## config.mk

```make
export PLATFORM = sky130hd
export DESIGN_NAME = gcd_initiator_flat
export DESIGN_NICKNAME = d
export VERILOG_FILES = /design/src/rtl/gcd_initiator_if.sv /design/src/rtl/gcd_initiator.sv /design/src/flat_wrapper.sv
export SDC_FILE = /design/constraint.sdc
export NUM_CORES = 1
export LEC_CHECK = 0
export BUFFER_PORTS_ARGS = -buffer_cell sky130_fd_sc_hd__buf_2
export CAP_MARGIN = 40
export CELL_PAD_IN_SITES_DETAIL_PLACEMENT = 0
export CELL_PAD_IN_SITES_GLOBAL_PLACEMENT = 1
export CORE_ASPECT_RATIO = 0.9
export CORE_UTILIZATION = 30
export DETAILED_ROUTE_END_ITERATION = 10
export GPL_TIMING_DRIVEN = 0
export PLACE_DENSITY = 0.65
export REMOVE_ABC_BUFFERS = 1
export SYNTH_ARGS = -nofsm -noshare
export SYNTH_HDL_FRONTEND = slang
export SYNTH_SLANG_ARGS = --single-unit
```

## constraint.sdc

```tcl
create_clock -name clk -period 3.07 [get_ports clk]
set_input_delay 0.307 -clock clk [delete_from_list [all_inputs] [get_ports clk]]
set_output_delay 0.307 -clock clk [all_outputs]
set_load 0.005 [all_outputs]
```

## src/rtl/gcd_initiator_if.sv

```systemverilog
// gcd_initiator_if: bundle of the three channels around gcd_initiator.
//   op_*   producer -> initiator operand channel (valid/ready)
//   eng_*  initiator <-> GCD engine start/done channel
//   res_*  initiator -> consumer result channel (valid/ready), plus err_sticky
// Handshake rule for op_* and res_*: a transfer happens on a rising clk edge
// where valid and ready are both 1. Once valid is raised, the sender holds the
// payload stable until that transfer. The receiver may change ready at any time.
// The engine channel instead holds start high from issue until the result is
// taken, then drops it for one cycle so the engine can return to idle.
interface gcd_initiator_if;
    logic        op_valid;
    logic        op_ready;
    logic [7:0]  op_a;
    logic [7:0]  op_b;
    logic        eng_start;
    logic [7:0]  eng_a;
    logic [7:0]  eng_b;
    logic        eng_done;
    logic [15:0] eng_result;
    logic        res_valid;
    logic        res_ready;
    logic [15:0] res_data;
    logic [7:0]  res_a;
    logic [7:0]  res_b;
    logic [7:0]  res_cycles;
    logic        res_err;
    logic        err_sticky;

    modport master (
        input  op_valid, op_a, op_b, eng_done, eng_result, res_ready,
        output op_ready, eng_start, eng_a, eng_b,
        output res_valid, res_data, res_a, res_b, res_cycles, res_err, err_sticky
    );

    modport slave (
        output op_valid, op_a, op_b, eng_done, eng_result, res_ready,
        input  op_ready, eng_start, eng_a, eng_b,
        input  res_valid, res_data, res_a, res_b, res_cycles, res_err, err_sticky
    );
endinterface

```

## src/rtl/gcd_initiator.sv

```systemverilog
// gcd_initiator: requester-side sequencer for the start/done GCD engine.
// Buffers operand pairs in a DEPTH-entry FIFO, issues them one at a time to the
// engine, and presents each result (or a timeout error) on a one-entry slot.
// Ports:
//   clk          rising-edge clock
//   reset        asynchronous active-low reset
//   bus          gcd_initiator_if.master (operand, engine and result channels)
//   dbg_state_o  current FSM state for observation
module gcd_initiator #(
    parameter int DEPTH   = 4,
    parameter int TIMEOUT = 64
) (
    input  logic             clk,
    input  logic             reset,
    gcd_initiator_if.master  bus,
    output logic [2:0]       dbg_state_o
);
    localparam int             AW        = $clog2(DEPTH);
    localparam logic [AW:0]    DEPTH_C   = (AW+1)'(DEPTH);
    localparam logic [7:0]     TIMEOUT_C = 8'(TIMEOUT);

    typedef enum logic [2:0] {
        S_IDLE      = 3'd0,
        S_ISSUE     = 3'd1,
        S_WAIT_DONE = 3'd2,
        S_TOUT      = 3'd3,
        S_RELEASE   = 3'd4
    } state_t;

    state_t          state_q, state_d;
    logic [7:0]      mem_a_q [DEPTH];
    logic [7:0]      mem_b_q [DEPTH];
    logic [AW-1:0]   wr_ptr_q, rd_ptr_q;
    logic [AW:0]     count_q, count_d;
    logic            op_ready_q;
    logic            push, pop;
    logic [7:0]      cnt_q, cnt_d, cnt_inc;
    logic            start_q, start_d;
    logic [7:0]      eng_a_q, eng_b_q;
    logic            slot_free, load_ok, load_tout;
    logic            res_valid_q, res_err_q, err_sticky_q;
    logic [15:0]     res_data_q;
    logic [7:0]      res_a_q, res_b_q, res_cycles_q;

    // ---------------- operand FIFO ----------------
    assign push = bus.op_valid && op_ready_q;

    always_comb begin
        count_d = count_q;
        case ({push, pop})
            2'b10:   count_d = count_q + 1'b1;
            2'b01:   count_d = count_q - 1'b1;
            default: count_d = count_q;
        endcase
    end

    always_ff @(posedge clk) begin
        if (push) begin
            mem_a_q[wr_ptr_q] <= bus.op_a;
            mem_b_q[wr_ptr_q] <= bus.op_b;
        end
    end

    // op_ready is the registered !full of the next count, so a pop can only
    // reopen the FIFO from the following cycle onward.
    always_ff @(posedge clk or negedge reset) begin
        if (!reset) begin
            wr_ptr_q   <= '0;
            rd_ptr_q   <= '0;
            count_q    <= '0;
            op_ready_q <= 1'b1;
        end else begin
            if (push) wr_ptr_q <= wr_ptr_q + 1'b1;
            if (pop)  rd_ptr_q <= rd_ptr_q + 1'b1;
            count_q    <= count_d;
            op_ready_q <= (count_d != DEPTH_C);
        end
    end

    // ---------------- issue FSM ----------------
    assign cnt_inc   = (cnt_q == 8'hFF) ? cnt_q : cnt_q + 8'd1;
    // The slot can take a new result if empty or being drained this cycle.
    assign slot_free = !res_valid_q || bus.res_ready;

    always_comb begin
        state_d   = state_q;
        cnt_d     = cnt_q;
        start_d   = start_q;
        pop       = 1'b0;
        load_ok   = 1'b0;
        load_tout = 1'b0;
        case (state_q)
            S_IDLE: begin
                if ((count_q != '0) && bus.eng_done) begin
                    pop     = 1'b1;
                    start_d = 1'b1;
                    cnt_d   = 8'd0;
                    state_d = S_ISSUE;
                end
            end
            S_ISSUE: begin
                // done still high here means the engine has not picked up
                // the request yet; keep counting.
                cnt_d = cnt_inc;
                if (cnt_inc == TIMEOUT_C)  state_d = S_TOUT;
                else if (!bus.eng_done)    state_d = S_WAIT_DONE;
            end
            S_WAIT_DONE: begin
                if (bus.eng_done && slot_free) begin
                    load_ok = 1'b1;
                    start_d = 1'b0;
                    state_d = S_RELEASE;
                end else if (!bus.eng_done) begin
                    cnt_d = cnt_inc;
                    if (cnt_inc == TIMEOUT_C) state_d = S_TOUT;
                end
            end
            S_TOUT: begin
                if (slot_free) begin
                    load_tout = 1'b1;
                    start_d   = 1'b0;
                    state_d   = S_RELEASE;
                end
            end
            // One start-low cycle returns the engine from finished to idle.
            S_RELEASE: state_d = S_IDLE;
            default:   state_d = S_IDLE;
        endcase
    end

    always_ff @(posedge clk or negedge reset) begin
        if (!reset) begin
            state_q <= S_IDLE;
            cnt_q   <= '0;
            start_q <= 1'b0;
            eng_a_q <= '0;
            eng_b_q <= '0;
        end else begin
            state_q <= state_d;
            cnt_q   <= cnt_d;
            start_q <= start_d;
            if (pop) begin
                eng_a_q <= mem_a_q[rd_ptr_q];
                eng_b_q <= mem_b_q[rd_ptr_q];
            end
        end
    end

    // ---------------- result slot ----------------
    always_ff @(posedge clk or negedge reset) begin
        if (!reset) begin
            res_valid_q  <= 1'b0;
            res_data_q   <= '0;
            res_a_q      <= '0;
            res_b_q      <= '0;
            res_cycles_q <= '0;
            res_err_q    <= 1'b0;
            err_sticky_q <= 1'b0;
        end else if (load_ok || load_tout) begin
            res_valid_q  <= 1'b1;
            res_data_q   <= load_ok ? bus.eng_result : 16'd0;
            res_a_q      <= eng_a_q;
            res_b_q      <= eng_b_q;
            res_cycles_q <= cnt_q;
            res_err_q    <= load_tout;
            if (load_tout) err_sticky_q <= 1'b1;
        end else if (res_valid_q && bus.res_ready) begin
            res_valid_q  <= 1'b0;
        end
    end

    assign bus.op_ready   = op_ready_q;
    assign bus.eng_start  = start_q;
    assign bus.eng_a      = eng_a_q;
    assign bus.eng_b      = eng_b_q;
    assign bus.res_valid  = res_valid_q;
    assign bus.res_data   = res_data_q;
    assign bus.res_a      = res_a_q;
    assign bus.res_b      = res_b_q;
    assign bus.res_cycles = res_cycles_q;
    assign bus.res_err    = res_err_q;
    assign bus.err_sticky = err_sticky_q;
    assign dbg_state_o    = state_q;
endmodule
```

## src/flat_wrapper.sv

```systemverilog
// flat-port wrapper written by rule: the top's interface ports become plain ports
module gcd_initiator_flat 
#(
    parameter int DEPTH   = 4,
    parameter int TIMEOUT = 64
)
  (clk, reset, dbg_state_o, bus_op_valid, bus_op_a, bus_op_b, bus_eng_done, bus_eng_result, bus_res_ready, bus_op_ready, bus_eng_start, bus_eng_a, bus_eng_b, bus_res_valid, bus_res_data, bus_res_a, bus_res_b, bus_res_cycles, bus_res_err, bus_err_sticky);
  gcd_initiator_if bus_i ();
  input  logic clk;
  input  logic reset;
  output logic [2:0] dbg_state_o;
  input wire logic [$bits(bus_i.op_valid)-1:0] bus_op_valid;
  input wire logic [$bits(bus_i.op_a)-1:0] bus_op_a;
  input wire logic [$bits(bus_i.op_b)-1:0] bus_op_b;
  input wire logic [$bits(bus_i.eng_done)-1:0] bus_eng_done;
  input wire logic [$bits(bus_i.eng_result)-1:0] bus_eng_result;
  input wire logic [$bits(bus_i.res_ready)-1:0] bus_res_ready;
  output wire logic [$bits(bus_i.op_ready)-1:0] bus_op_ready;
  output wire logic [$bits(bus_i.eng_start)-1:0] bus_eng_start;
  output wire logic [$bits(bus_i.eng_a)-1:0] bus_eng_a;
  output wire logic [$bits(bus_i.eng_b)-1:0] bus_eng_b;
  output wire logic [$bits(bus_i.res_valid)-1:0] bus_res_valid;
  output wire logic [$bits(bus_i.res_data)-1:0] bus_res_data;
  output wire logic [$bits(bus_i.res_a)-1:0] bus_res_a;
  output wire logic [$bits(bus_i.res_b)-1:0] bus_res_b;
  output wire logic [$bits(bus_i.res_cycles)-1:0] bus_res_cycles;
  output wire logic [$bits(bus_i.res_err)-1:0] bus_res_err;
  output wire logic [$bits(bus_i.err_sticky)-1:0] bus_err_sticky;
  assign bus_i.op_valid = bus_op_valid;
  assign bus_i.op_a = bus_op_a;
  assign bus_i.op_b = bus_op_b;
  assign bus_i.eng_done = bus_eng_done;
  assign bus_i.eng_result = bus_eng_result;
  assign bus_i.res_ready = bus_res_ready;
  assign bus_op_ready = bus_i.op_ready;
  assign bus_eng_start = bus_i.eng_start;
  assign bus_eng_a = bus_i.eng_a;
  assign bus_eng_b = bus_i.eng_b;
  assign bus_res_valid = bus_i.res_valid;
  assign bus_res_data = bus_i.res_data;
  assign bus_res_a = bus_i.res_a;
  assign bus_res_b = bus_i.res_b;
  assign bus_res_cycles = bus_i.res_cycles;
  assign bus_res_err = bus_i.res_err;
  assign bus_err_sticky = bus_i.err_sticky;
  gcd_initiator #(.DEPTH(DEPTH), .TIMEOUT(TIMEOUT)) u_core (.clk(clk), .reset(reset), .bus(bus_i), .dbg_state_o(dbg_state_o));
endmodule
```

Yosys cells after proc, flatten, opt, wreduce, memory -nomap -nowiden
Memory sizes are Yosys's and may differ from the RTL's. A register that Yosys moved wholly into a read port is not among the register bits.
Cells that the tools add are included.
- bits in registers: 63
- bits in latches: 0
- bits in writable memories: 64
- memory bits (read-only): 0
- input port bits: 37
- output and inout port bits: 64
- logic and storage cells: 84
- memories: 2
- add/sub/neg operators: 5
- multiply operators: 0
- divide/modulo/power cells: 0
- $lt $le $gt $ge: 0
- equal/unequal tests: 16
- shift-type cells: 0
- muxes and demuxes: 29
- bitwise logic cells: 0
- reductions and logical operators: 18
- memories (name ; depth ; bits a word ; rd ports ; clocked after memory_dff ; wr ports ; RTL line ; RTL):
    u_core.mem_a_q ; 4 ; 8 ; 1 ; 1 ; 1 ; gcd_initiator.sv:31 ; logic [7:0] mem_a_q [DEPTH];
    u_core.mem_b_q ; 4 ; 8 ; 1 ; 1 ; 1 ; gcd_initiator.sv:32 ; logic [7:0] mem_b_q [DEPTH];
- operators by type and width (operator ; count):
    $mux W8 ; 4
    $pmux W8 S3 ; 1
    $mux W3 ; 7
    $mux W16 ; 1
    $mux W1 ; 13
    $pmux W3 S4 ; 1
    $reduce_bool A3 Y1 ; 3
    $add A8 B1 Y8 const B ; 1
    $eq A8 B7 Y1 const B ; 1
    $eq A8 B8 Y1 const B ; 1
    $reduce_and A4 Y1 ; 2
    $eq A3 B2 Y1 const B ; 2
    $ne A2 B1 Y1 const B ; 3
    $ne A3 B2 Y1 const B ; 2
    $pmux W3 S2 ; 1
    $reduce_and A5 Y1 ; 1
    $add A2 B1 Y2 const B ; 2
    $logic_and A1 B1 Y1 ; 4
    $ne A2 B2 Y1 const B ; 2
    $add A3 B1 Y3 const B ; 1
    $eq A3 B1 Y1 const B ; 1
    $logic_not A1 Y1 ; 3
    $logic_not A3 Y1 ; 1
    $ne A3 B1 Y1 const B ; 1
    8 further kinds ; 9

Longest topological paths before layout
- depth in word-level cells: 7
- depth in mapped cells: 12
- mapped depth without buffers: 10

Worst setup path after synthesis
OpenSTA, ideal clock, no wires.
- path type: register to register
- start point: reg u_core.state_q[2], in the netlist u_core.dbg_state_o[2]
- end point: reg u_core.op_ready_q, in the netlist u_core.bus.op_ready
- setup time: 0.082 ns
- data arrival time: 2.477 ns
- required time: 2.988 ns
- slack: 0.511 ns
- stages on the path, launching flop included: 13
- path buffers: 3
- period minus slack after synthesis: 2.559 ns
- cell sequence: dfrtp_1 buf_2 or4_1 buf_2 clkinv_4 buf_6 ha_1 inv_1 fa_1 xor2_1 nor2_1 xor2_1 nand2_1
- longest elaborated chain between the ends: 5
- elaborated cells on any way between the ends: 6
- those cells by class: eq/ne (3); mux (2); reduce/logical (1)
- RTL lines (element ; RTL line ; RTL):
    start, declared ; gcd_initiator.sv:30 ; state_t state_q, state_d;
    start signal, assigned ; gcd_initiator.sv:139 ; state_q <= state_d;
    $logic_not A3 Y1 (*) ; gcd_initiator.sv:92 ; case (state_q)
    $mux W1 (*) ; gcd_initiator.sv:92 ;
    named net u_core.pop ; gcd_initiator.sv:36 ; logic push, pop;
    $eq A2 B1 Y1 or $eq A2 B2 Y1 (tied branches) ; gcd_initiator.sv:50 ; case ({push, pop})
    $pmux W3 S2 (*) ; gcd_initiator.sv:50 ;
    named net u_core.count_d[2] ; gcd_initiator.sv:34 ; logic [AW:0] count_q, count_d;
    $ne A3 B3 Y1 (*) ; gcd_initiator.sv:76 ; op_ready_q <= (count_d != DEPTH_C);
    end signal, assigned ; gcd_initiator.sv:76 ;
    end, declared ; gcd_initiator.sv:35 ; logic op_ready_q;
Mark *: on every way through the listed nets, which the timed path passes. The rest lies on a longest branch.
A chain may end at the register's enable or synchronous reset.

Worst setup path in the final report
- start point: reg u_core.state_q[0], in the netlist u_core.dbg_state_o[0]
- end point: reg u_core.op_ready_q, in the netlist u_core.bus.op_ready
- longest elaborated chain between the ends: 5
- elaborated cells on any way between the ends: 6
- those cells by class: eq/ne (3); mux (2); reduce/logical (1)
- RTL lines (element ; RTL line):
    $logic_not A3 Y1 (*) ; gcd_initiator.sv:92
    $mux W1 (*) ; gcd_initiator.sv:92
    $eq A2 B1 Y1 or $eq A2 B2 Y1 (tied branches) ; gcd_initiator.sv:50
    $pmux W3 S2 (*) ; gcd_initiator.sv:50
    named net u_core.count_d[2] ; gcd_initiator.sv:34
    $ne A3 B3 Y1 (*) ; gcd_initiator.sv:76
Marked as above.

==> impl_metrics.ini <==
[run_status]
outcome = completed

[clocking]
cts_buffer_depth = 2
cts_tree = built
cts_sinks = 143
cts-htree-levels = 4
clk_pin_slew_ns = 0.06
cts_root_buffer = clkbuf_16
cts_buffers = 17
post-cts-setup-buffer-count = 0
clk_latency_ns = 0.41

[cells_and_area]
drive_gt1_share_pct = 36.81
area_growth_pct = 23.81
postLayoutCellArea_um2 = 7169
stdcell_count = 755
layout.nets = 540

[timing]
finalHoldViolCount = 0
fin_crit_sh_pct = 88.60
setup_viol = 0
min_period_ns = 2.720
rsz0062_at_grt = false
finClkSkew_ns = 0.005746
slew_headroom_pct = 47.55
max_freq_ghz = 0.3676
worst_pin_slew_ns = 0.7858
maxSlewViolCount = 0

[critical_path]
critical_path.startpoint_type = flip-flop
timing.rr.start = u_core.dbg_state_o[0]$_DFFE_PN0P_
cp.required_ns = 3.41
cp_max_fo = 19
cp_data_arrival_time_ns = 3.06
r2r-end = u_core.bus.op_ready$_DFF_PN1_
worstSetupPathType = flip-flop to flip-flop
reg2reg_depth = 9
worst_setup_path_end_kind = flip-flop
r2r_setup_slack_ns = 0.35

[yosys]
avgSynthCellArea_um2 = 14.85
ys_top_cells_by_area = dfrtp_1, edfxtp_1, mux4_2
netlist_instances = 390
ys_async_sr_fraction_pct = 55.24
synth_seq_area_share_pct = 67.35
synth_edf_count = 64
synth_ff_type = dfrtp_1
yosysTopAreaCellShare_pct = 33.71
yosysWarnings = 0
synthesis.area_um2 = 5791
ys_ff_latch = 143
yosys.area.top_type = dfrtp_1
yosysUniqueCellTypes = 54

[routing]
vias = 3511
wl_per_cell_um = 15.90
antenna_left = 0
viasPerCell = 4.650
firstDrtPassIters = 4
wirelength_mm = 12.01
dr.first_iter.drc_count = 162
drc = 0

[placed_design]
io_buffers = 100
dp_cells = 721
gp_congestion = 0.7816
place_area_um2 = 6620
hpwl_mm = 8.207

[hold_path]
min_from = bus_op_a[2]
hp-class = input port to flip-flop
hold_end = u_core.mem_a_q[2][2]$_DFFE_PP_
holdPathStages = 1

[global_route]
grt_pass1_vias = 3624
grt_usage_pct = 13.05
grt_antenna_before_repair = 2
grt_first_pass_wirelength_mm = 19.73
grt_max_degree = 47
grt_remaining_overflow = 0

[pwr]
ir_drop_v = 0.0003029
total_power_mw = 6.991
p_leak_nw = 3.144
p_per_area_nw_per_um2 = 975.1

[floorplanning]
dieArea_um2 = 19860
dieHeight_um = 133.8
coreArea_um2 = 18640
initial_utilization_pct = 31.06
ioPinCount = 101
die_w_um = 148.4
rows = 47

[flow_run]
drv_cap = 0
-- metrics by stage --
step | setup slack [ns] | TNS, ns | hold slack, ns | util, %
2_1_floorplan | 0.4158 | 0 | 0.01141 | -
3_3_place_gp | 0.004613 | 0 | 0.4348 | 34.76
3_5_place_dp | -0.04131 | -0.04131 | 0.3091 | 35.51
4_1_cts | 0.3210 | 0 | 0.08681 | 38.43
5_1_grt | 0.1282 | 0 | 0.08945 | 38.43
6_report | 0.3500 | 0 | 0.1112 | 38.46
-- synthesized netlist by cell type (5+ instances only) --
| cell | number |
|---|---|
| buf_2 | 16 |
| and3_1 | 5 |
| nor2_1 | 12 |
| dfrtp_1 | 78 |
| a22o_1 | 19 |
| mux2_2 | 25 |
| o21ai_0 | 8 |
| ha_1 | 6 |
| xnor2_1 | 5 |
| nand2_1 | 62 |
| edfxtp_1 | 64 |
| inv_1 | 9 |
| nand3_1 | 5 |
| mux4_2 | 16 |
-- final cells by class --
cell class              instances  area [um2]
inverters                      10       42.54
clock buffers                  19       432.9
repair buffers                108       648.1
clock inverters                12       97.59
flip-flops and latches        143        3900
well taps                     245       306.5
fillers                      1764       11470
diodes                          2       5.005
multi-input cells             216        1737
-- cell families after synthesis --
group	count (synthesis)	synth area share, %
simple gates	106	8.621
compound gates	52	6.958
buf+inv	31	2.766
fa+ha+maj	7	1.642
flops	143	67.35
xor+xnor	8	1.210
mux	43	11.45
-- cell usage in the layout (no fill, tap or decap), drive strengths merged, types with 3 or more instances in the layout --
| master | n |
|---|---|
| o21ai | 9 |
| dfrtp | 78 |
| and3 | 5 |
| inv | 9 |
| edfxtp | 64 |
| nand3 | 5 |
| a21o | 3 |
| nor2 | 14 |
| a22o | 19 |
| or2 | 3 |
| ha | 6 |
| clkinv | 9 |
| buf | 107 |
| nor2b | 4 |
| xnor2 | 5 |
| clkinvlp | 3 |
| nand2 | 63 |
| xor2 | 3 |
| mux2 | 26 |
| clkbuf | 19 |
| nand4 | 3 |
| a21oi | 4 |
| mux4 | 16 |
-- layer usage --
| metal | up-vias | routed length (um) | track usage (%) |
|---|---|---|---|
| met2 | 89 | 5817 | 20.98 |
| met4 | 0 | 142 | 4.467 |
| met1 | 1768 | 5369 | 16.41 |
| met3 | 11 | 679 | 4.388 |
| met5 | - | 0 | 0 |
| li1 | 1643 | - | - |
-- worst max-delay path, stage by stage, from the launching register on --
cell and delay (ns):
dfrtp_1 0.54, or4_4 0.73, clkinv_4 0.21, ha_1 0.21, inv_1 0.06, fa_1 0.38
xor2_1 0.15, nor2_1 0.11, xor2_1 0.19, nand2_1 0.08
-- flip-flops by register name, summed over array words and instances, names as in the netlist, 3 cells and up --
register,flops
u_core.mem_a_q,32
u_core.bus.eng_a,8
u_core.bus.res_a,8
u_core.bus.res_cycles,8
u_core.bus.res_b,8
u_core.cnt_q,8
u_core.bus.res_data,16
u_core.bus.eng_b,8
u_core.count_q,3
u_core.mem_b_q,32
u_core.dbg_state_o,3
-- where the power goes --
part / switching (mW) / leakage [nW] / internal (mW)
Clock: 0.747 / 0.253 / 1.10
Combinational: 1.04 / 1.30 / 1.09
Sequential: 0.434 / 1.59 / 2.58
Total: 2.22 / 3.14 / 4.77
-- timing repair --
item | CTS | global route
gates resized for setup | 1 | 0
hold buffers | 1 | 0
endpoints found under the hold margin | 32 | 0
setup endpoints to repair | 1 | 0
-- worst max-delay path by stage --
stage / from / endpoint / slack (ns) / cells past startpoint
after CTS: u_core.dbg_state_o[0]$_DFFE_PN0P_ / u_core.bus.op_ready$_DFF_PN1_ / 0.32 / 9
final: u_core.dbg_state_o[0]$_DFFE_PN0P_ / u_core.bus.op_ready$_DFF_PN1_ / 0.35 / 9
after floorplan: u_core.dbg_state_o[0]$_DFFE_PN0P_ / u_core.bus.op_ready$_DFF_PN1_ / 0.42 / 9
after global placement: u_core.count_q[0]$_DFF_PN0_ / u_core.bus.op_ready$_DFF_PN1_ / 0.005 / 9
after global routing: u_core.dbg_state_o[0]$_DFFE_PN0P_ / u_core.bus.op_ready$_DFF_PN1_ / 0.13 / 9
after detailed placement: u_core.count_q[0]$_DFF_PN0_ / u_core.bus.op_ready$_DFF_PN1_ / -0.04 / 9
Power figures use the tool's default switching activity.
